$ cat config.mk
export PLATFORM = sky130hd
export DESIGN_NAME = w_full_ctrl
export DESIGN_NICKNAME = d
export VERILOG_FILES = /design/src/rtl/w_full_ctrl.sv
export SDC_FILE = /design/constraint.sdc
export NUM_CORES = 1
export LEC_CHECK = 0
export ABC_AREA = 1
export CAP_MARGIN = 20
export CORE_MARGIN = 2
export CORE_UTILIZATION = 35
export DETAILED_ROUTE_END_ITERATION = 8
export HOLD_SLACK_MARGIN = 0.03
export RECOVER_POWER = 25
export SETUP_SLACK_MARGIN = 0.4
export SLEW_MARGIN = 10
export SYNTH_ARGS = -nofsm -noshare
export SYNTH_HDL_FRONTEND = slang
export SYNTH_SLANG_ARGS = --single-unit
export TNS_END_PERCENT = 100
$ cat constraint.sdc
create_clock -name wclk -period 2.8 [get_ports wclk]
set_input_delay 0.28 -clock wclk [delete_from_list [all_inputs] [get_ports wclk]]
set_output_delay 0.28 -clock wclk [all_outputs]
set_load 0.005 [all_outputs]
$ cat src/rtl/w_full_ctrl.sv
// w_full_ctrl: write-domain pointer and flag controller for an async FIFO.
// Keeps the binary write pointer and its registered Gray image for CDC. From
// the synchronised read pointer it derives full, almost-full, fill level and
// a sticky overflow flag. Every flag is computed from the *next* write
// pointer, so full asserts on the same edge that commits the last write.
module w_full_ctrl #(
   parameter int ADDR_WIDTH   = 3,
   parameter int AFULL_THRESH = 6
) (
   input  logic                  wclk,
   input  logic                  wrst,
   input  logic                  wen,
   input  logic                  wovf_clr,
   input  logic [ADDR_WIDTH:0]   wq2_rptr,
   output logic [ADDR_WIDTH:0]   wptr,
   output logic [ADDR_WIDTH-1:0] waddr,
   output logic                  wwrite,
   output logic                  wfull,
   output logic                  walmost_full,
   output logic [ADDR_WIDTH:0]   wlevel,
   output logic                  wovf
);

   localparam int A = ADDR_WIDTH;
   // The threshold is at most 2**A, so it fits in the A+1-bit level domain.
   localparam logic [A:0] AFULL_TH = AFULL_THRESH[A:0];

   logic [A:0] wbin;
   logic [A:0] wbinnext;
   logic [A:0] wgraynext;
   logic [A:0] rbin_sync;
   logic [A:0] level_next;
   logic [A:0] full_pattern;
   logic       overflow;

   // A write is only committed while there is room.
   assign wwrite   = wen & ~wfull;
   assign waddr    = wbin[A-1:0];
   assign overflow = wen & wfull;

   assign wbinnext  = wbin + {{A{1'b0}}, wwrite};
   assign wgraynext = wbinnext ^ (wbinnext >> 1);

   // Gray-to-binary conversion of the synchronised read pointer: each binary
   // bit is the XOR of all Gray bits from the MSB down to it.
   for (genvar i = 0; i <= A; i++) begin : g_rbin
      assign rbin_sync[i] = ^wq2_rptr[A:i];
   end

   // Full when the next write pointer is exactly one lap ahead of the read
   // pointer. In Gray code that means the two MSBs are inverted.
   assign full_pattern = {~wq2_rptr[A:A-1], wq2_rptr[A-2:0]};

   // Fill level wraps naturally. It can only over-report, because the read
   // pointer seen here is stale.
   assign level_next = wbinnext - rbin_sync;

   // Pointer state: binary for addressing, Gray for the synchroniser.
   always_ff @(posedge wclk or posedge wrst) begin
      if (wrst) begin
         wbin <= '0;
         wptr <= '0;
      end else begin
         wbin <= wbinnext;
         wptr <= wgraynext;
      end
   end

   // Registered status flags and level.
   always_ff @(posedge wclk or posedge wrst) begin
      if (wrst) begin
         wfull        <= 1'b0;
         walmost_full <= 1'b0;
         wlevel       <= '0;
      end else begin
         wfull        <= (wgraynext == full_pattern);
         walmost_full <= (level_next >= AFULL_TH);
         wlevel       <= level_next;
      end
   end

   // Sticky overflow. A new overflow takes priority over a clear.
   always_ff @(posedge wclk or posedge wrst) begin
      if (wrst)          wovf <= 1'b0;
      else if (overflow) wovf <= 1'b1;
      else if (wovf_clr) wovf <= 1'b0;
   end

endmodule

==> results.py <==
metrics = {
    "timing": {
        "totalNegativeSetupSlack_ps": 0,
        "clock_skew_ps": 2.45,
        "tightestPinTransition_ps": 501,
        "fin_crit_ps": 2270,
        "period_share_pct": 81.1,
        "maxSlewViolCount": 0,
        "hold_viol_final": 0,
        "rsz0062_at_grt": "no",
        "slew_headroom_pct": 66.5,
        "max_freq_mhz": 440,
        "setup_violations": 0,
    },
    "placement": {
        "hpwl_um": 1140,
        "portBuffers": 22,
        "placed_area_um2": 1010,
        "place_inst": 134,
        "gp_congestion": 0.883,
    },
    "critical_path": {
        "worstPathArrival_ps": 2430,
        "critical_path_required_ps": 2960,
        "cp-start-kind": "input pin",
        "path_buf_inv": 4,
        "critPathSlowestCell": "dlygate4sd3_1",
        "path_max_fanout": 4,
        "path_cells": "dlygate4sd3_1 > inv_1 > nor2_1 > ha_2 > ha_1 > inv_1 > nand2_1 > nand2_1 > ha_1 > a21oi_1 > inv_1 > nand2_1 > nand3_1",
        "regToRegSetupSlack_ps": 710,
        "critPathKind": "input pin to flop",
        "critPathTopFamily": "adder cells",
        "cp-end-kind": "flop",
        "cpPeakStageDelay_ps": 550,
    },
    "pwr": {
        "p_sw_share_pct": 39.2,
        "power_leakage_nw": 0.533,
        "peakVddDrop_mv": 0.424,
        "power.density_nw_per_um2": 1160,
        "clkPwrFrac_pct": 8.9,
        "power.share.combinational_pct": 61.3,
        "p_sw_w": 0.000469,
        "cellInternalPower_w": 0.000728,
        "seqPwrFrac_pct": 29.8,
        "power_w": 0.00120,
    },
    "layout": {
        "design_area_um2": 1030,
        "area_delta_synth_final_pct": 37.1,
        "drive_gt1_share_pct": 8.18,
        "final_cells": 137,
        "diodes": 0,
        "nNetsFinal": 126,
    },
    "clock_tree": {
        "clock-sinks": 14,
        "root_buffer": "clkbuf_4",
        "clock_latency_ps": 270,
        "clkSlewWorstSetupHoldPaths_ps": 70,
        "numCtsBuffers": 3,
        "cts_buffer_depth": 2,
        "cts_tree": "done",
        "post_cts_buffers": 0,
        "cts_max_level": 1,
    },
    "floorplan": {
        "die_w_um": 50.4,
        "die_area_um2": 2540,
        "core-area_um2": 2000,
        "start_util_pct": 37.6,
        "rows": 16,
        "io-pin-count": 23,
        "die_h_um": 50.4,
    },
    "synth": {
        "ys_ff_latch": 14,
        "synthTopCellsByArea": "dfrtp_1, nand2_1, inv_1, ha_1, nand3_1",
        "ys_warn_count": 0,
        "yosysTopAreaCell": "dfrtp_1",
        "syn_nets": 99,
        "netlist_area_um2": 752,
        "yosysSeqAreaShare_pct": 46.6,
        "synthCells": 85,
        "synth_cell_types": 15,
        "syn_avg_cell_area_um2": 8.85,
        "netlist.area_leader.share_pct": 46.6,
    },
    "global_route": {
        "antenna_found_initial": 0,
        "grt_pass1_vias": 573,
        "grt_max_degree": 15,
        "gr-usage-all-layers_pct": 12.0,
        "grt_overflow": 0,
        "grt_pass1_wl_um": 2240,
    },
    "route": {
        "drc": 0,
        "vias_per_cell": 4.34,
        "dr.pass1.iters": 4,
        "wl_per_cell_um": 9.91,
        "dr.first_iter.drc_count": 6,
        "final_antenna_net_count": 0,
        "postRouteWirelength_um": 1360,
        "dr_total_vias": 594,
    },
    "outcome": {
        "status": "completed",
    },
    "worst_hold_path": {
        "hold_path_class": "input pin to async pin",
    },
    "flow_run": {
        "drv_cap": 0,
    },
}
==> state kept, by name, summed over array words and instances, names as in the netlist <==
signal and flops:
walmost_full 1, wbin 4, wfull 1, wlevel 4
wovf 1, wptr 3
==> layout by cell type, fill, tap and decap left out <==
master	instances
nand2_1	21
clkdlybuf4s50_1	20
inv_1	17
dfrtp_1	14
nand3_1	12
ha_1	4
nand2_2	3
xnor2_1	3
clkbuf_4	3
xor2_1	2
nor2_1	2
dlygate4sd3_1	2
nand4_2	1
xnor2_2	1
o21bai_1	1
a21oi_1	1
o21ai_0	1
fa_1	1
ha_2	1
==> per-layer routing <==
layer | vias up | routed length, um | track usage, %
met1 | 264 | 656 | 15.1
met2 | 14 | 623 | 18.2
met3 | 2 | 58 | 2.38
met5 | - | 0 | 0
li1 | 314 | - | -
met4 | 0 | 19 | 8.56
==> worst reg2reg max path, delay by kind of cell, from the launching register on <==
family / cells / cell delay [ps]
and+or+nand+nor: 5 / 470
adders and majority gates: 3 / 790
buffers and inverters: 2 / 120
AOI/OAI and AO/OA: 1 / 190
DFF: 1 / 390
==> Yosys cell counts, drive strengths merged <==
cell,instances
nor2,2
a21oi,1
xnor2,4
ha,5
nand3,12
inv,17
nand4,1
dfrtp,14
fa,1
xor2,2
o21bai,1
nand2,24
o21ai,1
==> final timing paths <==
kind                       start      endpoint  cells after the start
max                          wen  walmost_full                     13
min                         wrst       wbin[0]                      2
max reg2reg                wfull  walmost_full                     11
min reg2reg                wfull          wovf                      2
max in group asynchronous   wrst     wlevel[2]                      2
min in group wclk          wfull          wovf                      2
==> power by group through the flow <==
| stage | Combinational (W) | Clock (W) | Sequential, W |
|---|---|---|---|
| after floorplan | 0.000422 | 0 | 0.000374 |
| after global placement | 0.000733 | 0 | 0.000360 |
| after detailed placement | 0.000738 | 0 | 0.000363 |
| after CTS | 0.000741 | 0.000110 | 0.000358 |
| after global routing | 0.000838 | 0.000117 | 0.000372 |
| final | 0.000734 | 0.000106 | 0.000357 |
==> cell type report <==
cell class	instances	area [um2]
Inverter	17	63.8
Timing Repair Buffer	22	220
Sequential cell	14	350
Tap cell	27	33.8
Multi-Input combinational cell	54	340
Fill cell	198	971
Clock buffer	3	22.5
==> metrics by stage <==
step	setup WS, ps	hold slack, ps	util, %
2_1_floorplan	854	169	-
3_3_place_gp	357	505	50.2
3_5_place_dp	316	518	50.2
4_1_cts	584	353	51.4
5_1_grt	340	532	51.5
6_report	529	472	51.5
==> cells by family after synthesis <==
kind of cell / share of synthesized area, %
adders and majority gates: 11.0
buffers and inverters: 8.49
and+or+nand+nor: 23.6
xor gates and xnor gates: 7.99
DFF: 46.6
AOI/OAI and AO/OA: 2.33
==> repair_timing <==
| item | in CTS | in global routing |
|---|---|---|
| endpoints found under the hold margin | 0 | 0 |
| gates resized for setup | 0 | 1 |
| endpoints found under the setup margin | 0 | 1 |
| hold buffers | 0 | 0 |
Power figures use the tool's default switching activity.
